===== src/rtl/ast_width_pkg.sv =====
// Shared constants and helpers for the Avalon-ST width extender/reducer pair.
// Word/beat sizes below describe the default 256 <-> 64 configuration.
package ast_width_pkg;

    localparam int unsigned DEF_DATA_IN_W  = 256;
    localparam int unsigned DEF_DATA_OUT_W = 64;
    localparam int unsigned DEF_CHANNEL_W  = 10;

    localparam int unsigned WORD_IN  = DEF_DATA_IN_W / 8;
    localparam int unsigned WORD_OUT = DEF_DATA_OUT_W / 8;
    localparam int unsigned RATIO    = WORD_IN / WORD_OUT;

    typedef enum logic {
        StEmpty,
        StSend
    } red_state_e;

    function automatic int unsigned ceil_div(input int unsigned num, input int unsigned den);
        return (num + den - 1) / den;
    endfunction

    // Field width for a count of n items, never narrower than one bit.
    function automatic int unsigned clog2_min1(input int unsigned n);
        return (n > 1) ? $clog2(n) : 1;
    endfunction

endpackage


===== src/rtl/ast_width_reducer_if.sv =====
// Avalon-ST streaming bundle; master drives the stream, slave returns ready.
interface ast_width_reducer_if #(
    parameter int unsigned DATA_W    = 64,
    parameter int unsigned EMPTY_W   = 3,
    parameter int unsigned CHANNEL_W = 10
) ();

    logic [DATA_W-1:0]    data;
    logic                 startofpacket;
    logic                 endofpacket;
    logic                 valid;
    logic [EMPTY_W-1:0]   empty;
    logic [CHANNEL_W-1:0] channel;
    logic                 ready;

    modport master (
        output data,
        output startofpacket,
        output endofpacket,
        output valid,
        output empty,
        output channel,
        input  ready
    );

    modport slave (
        input  data,
        input  startofpacket,
        input  endofpacket,
        input  valid,
        input  empty,
        input  channel,
        output ready
    );

endinterface


===== src/rtl/ast_width_reducer.sv =====
// Avalon-ST width down-converter: each wide word is replayed as narrow beats, MSB byte first,
// keeping sop/eop/empty/channel; a new word is accepted in the same cycle the last beat leaves.
module ast_width_reducer
    import ast_width_pkg::*;
#(
    parameter int unsigned DATA_IN_W   = DEF_DATA_IN_W,
    parameter int unsigned DATA_OUT_W  = DEF_DATA_OUT_W,
    parameter int unsigned CHANNEL_W   = DEF_CHANNEL_W,
    parameter int unsigned EMPTY_IN_W  = clog2_min1(DATA_IN_W / 8),
    parameter int unsigned EMPTY_OUT_W = clog2_min1(DATA_OUT_W / 8)
) (
    input logic                 clk_i,
    input logic                 arstn_i,
    ast_width_reducer_if.slave  ast_in,
    ast_width_reducer_if.master ast_out
);

    localparam int unsigned BYTES_IN  = DATA_IN_W / 8;
    localparam int unsigned BYTES_OUT = DATA_OUT_W / 8;
    localparam int unsigned BEATS_MAX = BYTES_IN / BYTES_OUT;
    localparam int unsigned CNT_W     = clog2_min1(BEATS_MAX + 1);

    red_state_e             state_q, state_d;
    logic [DATA_IN_W-1:0]   buf_q, buf_d;
    logic                   sop_q, sop_d;
    logic                   eop_q, eop_d;
    logic [CHANNEL_W-1:0]   chan_q, chan_d;
    logic [EMPTY_OUT_W-1:0] empty_q, empty_d;
    logic [CNT_W-1:0]       total_q, total_d;
    logic [CNT_W-1:0]       cnt_q, cnt_d;
    logic                   rdy_en_q;

    logic        out_valid;
    logic        last_beat;
    logic        in_ready;
    logic        in_xfer;
    logic        out_xfer;
    int unsigned in_bytes;
    int unsigned in_beats;
    int unsigned in_pad;

    // Beat count and last-beat padding of the word currently offered at the input.
    always_comb begin
        in_bytes = BYTES_IN;
        if (ast_in.endofpacket) begin
            in_bytes = BYTES_IN - 32'(ast_in.empty);
        end
        in_beats = ceil_div(in_bytes, BYTES_OUT);
        in_pad   = in_beats * BYTES_OUT - in_bytes;
    end

    always_comb begin
        out_valid = (state_q == StSend);
        last_beat = (cnt_q == total_q - CNT_W'(1));
        out_xfer  = out_valid & ast_out.ready;
        // Zero-bubble: the buffer frees up in the same cycle its last beat is taken.
        in_ready  = rdy_en_q & (!out_valid | (out_xfer & last_beat));
        in_xfer   = ast_in.valid & in_ready;
    end

    always_comb begin
        ast_in.ready          = in_ready;
        ast_out.valid         = out_valid;
        ast_out.data          = buf_q[DATA_IN_W-1 -: DATA_OUT_W];
        ast_out.startofpacket = out_valid & sop_q & (cnt_q == '0);
        ast_out.endofpacket   = out_valid & eop_q & last_beat;
        ast_out.empty         = '0;
        if (out_valid && eop_q && last_beat) begin
            ast_out.empty = empty_q;
        end
        ast_out.channel       = chan_q;
    end

    always_comb begin
        state_d = state_q;
        buf_d   = buf_q;
        sop_d   = sop_q;
        eop_d   = eop_q;
        chan_d  = chan_q;
        empty_d = empty_q;
        total_d = total_q;
        cnt_d   = cnt_q;

        unique case (state_q)
            StEmpty: begin
                if (in_xfer) begin
                    state_d = StSend;
                end
            end
            StSend: begin
                if (out_xfer) begin
                    if (last_beat) begin
                        if (!in_xfer) begin
                            state_d = StEmpty;
                        end
                    end else begin
                        cnt_d = cnt_q + CNT_W'(1);
                        buf_d = buf_q << DATA_OUT_W;
                    end
                end
            end
            default: state_d = StEmpty;
        endcase

        // A load can only coincide with an idle buffer or a departing last beat.
        if (in_xfer) begin
            buf_d   = ast_in.data;
            sop_d   = ast_in.startofpacket;
            eop_d   = ast_in.endofpacket;
            chan_d  = ast_in.channel;
            empty_d = EMPTY_OUT_W'(in_pad);
            total_d = CNT_W'(in_beats);
            cnt_d   = '0;
        end
    end

    always_ff @(posedge clk_i or negedge arstn_i) begin
        if (!arstn_i) begin
            state_q  <= StEmpty;
            buf_q    <= '0;
            sop_q    <= 1'b0;
            eop_q    <= 1'b0;
            chan_q   <= '0;
            empty_q  <= '0;
            total_q  <= '0;
            cnt_q    <= '0;
            rdy_en_q <= 1'b0;
        end else begin
            state_q  <= state_d;
            buf_q    <= buf_d;
            sop_q    <= sop_d;
            eop_q    <= eop_d;
            chan_q   <= chan_d;
            empty_q  <= empty_d;
            total_q  <= total_d;
            cnt_q    <= cnt_d;
            rdy_en_q <= 1'b1;
        end
    end

`ifndef SYNTHESIS
    a_hold_stall: assert property (
        @(posedge clk_i) disable iff (!arstn_i)
        (ast_out.valid && !ast_out.ready) |=> (ast_out.valid && $stable(ast_out.data)
            && $stable(ast_out.channel) && $stable(ast_out.endofpacket))
    );
`endif

endmodule


===== src/flat_wrapper.sv =====
// flat-port wrapper written by rule: the top's interface ports become plain ports
module ast_width_reducer_flat import ast_width_pkg::*;
#(
    parameter int unsigned DATA_IN_W   = DEF_DATA_IN_W,
    parameter int unsigned DATA_OUT_W  = DEF_DATA_OUT_W,
    parameter int unsigned CHANNEL_W   = DEF_CHANNEL_W,
    parameter int unsigned EMPTY_IN_W  = clog2_min1(DATA_IN_W / 8),
    parameter int unsigned EMPTY_OUT_W = clog2_min1(DATA_OUT_W / 8)
)
  (clk_i, arstn_i, ast_in_data, ast_in_startofpacket, ast_in_endofpacket, ast_in_valid, ast_in_empty, ast_in_channel, ast_in_ready, ast_out_data, ast_out_startofpacket, ast_out_endofpacket, ast_out_valid, ast_out_empty, ast_out_channel, ast_out_ready);
  ast_width_reducer_if #(.DATA_W((256)), .EMPTY_W((5)), .CHANNEL_W(CHANNEL_W)) ast_in_i ();
  ast_width_reducer_if #(.DATA_W((64)), .EMPTY_W((3)), .CHANNEL_W(CHANNEL_W)) ast_out_i ();
  input logic clk_i;
  input logic arstn_i;
  input wire logic [$bits(ast_in_i.data)-1:0] ast_in_data;
  input wire logic [$bits(ast_in_i.startofpacket)-1:0] ast_in_startofpacket;
  input wire logic [$bits(ast_in_i.endofpacket)-1:0] ast_in_endofpacket;
  input wire logic [$bits(ast_in_i.valid)-1:0] ast_in_valid;
  input wire logic [$bits(ast_in_i.empty)-1:0] ast_in_empty;
  input wire logic [$bits(ast_in_i.channel)-1:0] ast_in_channel;
  output wire logic [$bits(ast_in_i.ready)-1:0] ast_in_ready;
  output wire logic [$bits(ast_out_i.data)-1:0] ast_out_data;
  output wire logic [$bits(ast_out_i.startofpacket)-1:0] ast_out_startofpacket;
  output wire logic [$bits(ast_out_i.endofpacket)-1:0] ast_out_endofpacket;
  output wire logic [$bits(ast_out_i.valid)-1:0] ast_out_valid;
  output wire logic [$bits(ast_out_i.empty)-1:0] ast_out_empty;
  output wire logic [$bits(ast_out_i.channel)-1:0] ast_out_channel;
  input wire logic [$bits(ast_out_i.ready)-1:0] ast_out_ready;
  assign ast_in_i.data = ast_in_data;
  assign ast_in_i.startofpacket = ast_in_startofpacket;
  assign ast_in_i.endofpacket = ast_in_endofpacket;
  assign ast_in_i.valid = ast_in_valid;
  assign ast_in_i.empty = ast_in_empty;
  assign ast_in_i.channel = ast_in_channel;
  assign ast_in_ready = ast_in_i.ready;
  assign ast_out_data = ast_out_i.data;
  assign ast_out_startofpacket = ast_out_i.startofpacket;
  assign ast_out_endofpacket = ast_out_i.endofpacket;
  assign ast_out_valid = ast_out_i.valid;
  assign ast_out_empty = ast_out_i.empty;
  assign ast_out_channel = ast_out_i.channel;
  assign ast_out_i.ready = ast_out_ready;
  ast_width_reducer #(.DATA_IN_W(DATA_IN_W), .DATA_OUT_W(DATA_OUT_W), .CHANNEL_W(CHANNEL_W), .EMPTY_IN_W(EMPTY_IN_W), .EMPTY_OUT_W(EMPTY_OUT_W)) u_core (.clk_i(clk_i), .arstn_i(arstn_i), .ast_in(ast_in_i), .ast_out(ast_out_i));
endmodule

===== config.mk =====
export PLATFORM = sky130hd
export DESIGN_NAME = ast_width_reducer_flat
export DESIGN_NICKNAME = d
export VERILOG_FILES = /design/src/rtl/ast_width_pkg.sv /design/src/rtl/ast_width_reducer_if.sv /design/src/rtl/ast_width_reducer.sv /design/src/flat_wrapper.sv
export SDC_FILE = /design/constraint.sdc
export NUM_CORES = 1
export LEC_CHECK = 0
export CORE_UTILIZATION = 45
export CTS_BUF_LIST = sky130_fd_sc_hd__clkbuf_16
export CTS_CLUSTER_DIAMETER = 40
export DETAILED_ROUTE_END_ITERATION = 16
export PLACE_DENSITY = 0.77
export RECOVER_POWER = 25
export SYNTH_ARGS = -nofsm -noshare
export SYNTH_HDL_FRONTEND = slang
export SYNTH_SLANG_ARGS = --single-unit

===== constraint.sdc =====
create_clock -name clk_i -period 2.2 [get_ports clk_i]
set_input_delay 0.44 -clock clk_i [delete_from_list [all_inputs] [get_ports clk_i]]
set_output_delay 0.44 -clock clk_i [all_outputs]
set_load 0.005 [all_outputs]

==> impl_metrics.ini <==
[timing]
rsz0062_at_grt = true
tightest_slew_ns = 1.35
setup_viol = 282
period_minus_slack_ns = 2.74
max_clock_freq_mhz = 366
finalCritPeriodShare = 1.24
finClkSkew_ns = 0.0265
setup_ws_ns = -0.536
tns_ns = -120.81
hold_violations = 0
slew_headroom = 0.102
slew_viol_final = 0
holdWs_ns = 0.510

[placement]
dpl.hpwl_mm = 26.0
gp_congestion = 0.837
port_buffers = 357

[run_status]
violations = setup timing
status = complete, but fails checks

[die]
die_area_mm2 = 0.0329
pin_count = 358
placementRows = 65
die_width_um = 181
dieHeight_um = 181
start_util = 0.458
core_mm2 = 0.0316

[detailed_routing]
ant_nets = 0
wl_mm = 48.2
first_pass_iters = 5
drc = 0
drt-initial-drc-count = 611
dr_total_vias = 11193
wl_per_cell_um = 23.3
avgViaCountPerCell = 5.43

[grt]
grt_antenna_before_repair = 2
grt_max_degree = 70
grt-ovfl-total = 0
grt.total_usage = 0.240
grt_pass1_vias = 11310
grtUsageMet3 = 0.0456
gr-max-usage-layer = met2
grt_pass1_wl_mm = 62.1
use_met1 = 0.303
gr-usage-met2 = 0.404

[critical_path]
start_kind = flop
crit_path_cell_trace = inv_1, ha_2, xor3_2, buf_6, buf_6, buf_6, o311a_4, buf_12, buf_16, mux2_4, mux2_4
cp_slowest_cell = o311a_4
worstPathArrival_ns = 3.14
crit_type = flop to flop
worst-path-buf-inv = 6
reg2reg_depth = 11
critPathMaxStageDelay_ns = 0.40
crit_required_ns = 2.60
crit_fanout = 8
crit_start = u_core.total_q[0]
regToRegStartpoint = u_core.total_q[0]
r2r-end = u_core.buf_q[212]
crit_top_cell = buf_6
r2r_slack_ns = -0.54
crit_family = buffers and inverters
end_kind = flop

[cts]
clkLatencyLatePin_ns = 0.53
clk_pin_slew_ns = 0.06
cts-htree-levels = 2
cts_root_buffer = clkbuf_16
clock_sinks = 279
cts_tree = built
numCtsBuffers = 46
clockBufferDepth = 3

[cells_and_area]
num-fill-cells = 1868
nets = 1904
layout-drive-gt1-share = 0.403
area_delta_synth_final_pct = 58.7

[yosys]
synth.distinct_cells = 47
syn_nets = 1433
synth.avg_cell_area_um2 = 12.6
yosys_most_used_dff = dfrtp_1
synth_seq_cells = 279
yosys_warnings = 0
async_flop_share = 1.00
netlist_instances = 1152
synth_edf_count = 0
netlist_area_mm2 = 0.0145
yosysSeqAreaShare = 0.483

[worst_hold_path]
holdCritStartpoint = u_core.ast_out.channel[7]
hold_end = u_core.ast_out.channel[7]
hp-class = flop to flop
min_path_cells = 1

[power]
p_leak_nw = 10.5
peakVddDrop_v = 0.000749
p_per_area_mw_per_mm2 = 1540

[flow_run]
cap_violations = 0
## per-stage QoR
stage	instances	power [W]	setup slack, ns	cell area, um2	util
6_report	2063	0.0353	-0.536	23000	0.727
5_1_grt	2063	0.0367	-0.595	23000	0.727
4_1_cts	2000	0.0301	-0.533	21000	0.666
3_5_place_dp	1880	0.0217	-0.313	18600	0.589
3_3_place_gp	1880	0.0212	-0.289	18600	0.589
2_1_floorplan	1152	0.0181	-0.00273	14500	-
## report_power, final
| part | total (W) | internal [W] | switching (W) |
|---|---|---|---|
| clock network | 0.00699 | 0.00429 | 0.00270 |
| logic | 0.0198 | 0.0119 | 0.00790 |
| registers | 0.00850 | 0.00717 | 0.00133 |
| total | 0.0353 | 0.0234 | 0.0119 |
## worst max-delay path by stage
| stage | end | slack (ns) | cells after the start |
|---|---|---|---|
| finish | u_core.buf_q[212] | -0.54 | 11 |
| global placement | ast_in_ready | -0.29 | 5 |
| detailed placement | u_core.buf_q[63] | -0.31 | 7 |
| CTS | u_core.buf_q[222] | -0.53 | 11 |
| global route | u_core.buf_q[189] | -0.60 | 13 |
| floorplan | u_core.buf_q[191] | -0.003 | 8 |
## state kept, by name (all words and copies together), names as in the netlist
signal                  cells
u_core.buf_q              256
u_core.eop_q                1
u_core.ast_out.valid        1
u_core.empty_q              3
u_core.ast_out.channel     10
u_core.sop_q                1
u_core.total_q              3
u_core.cnt_q                3
u_core.rdy_en_q             1
## routing by layer
metal,routed length [um],up-vias
met4,2300,0
met5,0,-
met2,23900,425
met3,2530,128
li1,-,5002
met1,19400,5638
## synthesized netlist by cell type, types with 2 or more instances
cell type / n / area share
a21oi_1: 129 / 0.045
and2_1: 4 / 0.0017
buf_12: 17 / 0.024
buf_2: 23 / 0.0080
buf_4: 67 / 0.035
buf_6: 7 / 0.0054
clkbuf_1: 36 / 0.0093
dfrtp_1: 279 / 0.48
ha_1: 4 / 0.0035
inv_1: 7 / 0.0018
mux2_1: 13 / 0.010
mux2_2: 57 / 0.044
mux2_4: 138 / 0.14
mux2i_1: 128 / 0.089
nand2_1: 7 / 0.0018
nand3b_1: 2 / 0.0010
nor2_1: 3 / 0.00078
nor2b_1: 64 / 0.028
nor3_1: 127 / 0.044
o211ai_1: 2 / 0.0010
o21ai_0: 7 / 0.0024
xnor2_1: 6 / 0.0036
## kinds of logic (layout without fill, tap and decap cells)
group                      after synthesis  count (layout)  share of synthesized area
AOI/OAI and AO/OA                      148             149                     0.0555
adders and majority gates                4               4                    0.00346
other                                    1               2                   0.000259
and+or+nand+nor                        217             217                     0.0824
xor gates and xnor gates                 8               8                    0.00597
buffers and inverters                  159             666                     0.0835
DFF                                    279             279                      0.483
muxes                                  336             336                      0.286
## area by class of cell
cell class                 count  area (um2)  share of cell area
inverter                       7        26.3             0.00114
tap                          402         503              0.0219
timing repair buffer         574        6670               0.291
antenna                        1        2.50            0.000109
clock buffer                  47        1180              0.0512
sequential                   279        6980               0.304
multi-input combinational    715        7270               0.317
clock inverter                38         319              0.0139
## cell usage in the layout, fill, tap and decap left out, types with 42 or more instances in the layout
master and n:
nor3_1 81, mux2_4 160, buf_4 76, clkbuf_16 70, clkdlybuf4s50_1 350, nor2b_1 63, mux2_2 42, dfrtp_1 278
a21oi_2 73, a21oi_1 50, buf_6 44, mux2i_1 111
## repair_timing
action                                 4_1_cts  5_1_grt
setup buffers                               19       38
setup endpoints to repair                  253      283
gates cloned                                15       29
hold buffers                                 1        0
endpoints found under the hold margin       38        0
gates resized for setup                    111      264
pin swaps                                    9       60
Power figures use the tool's default switching activity.
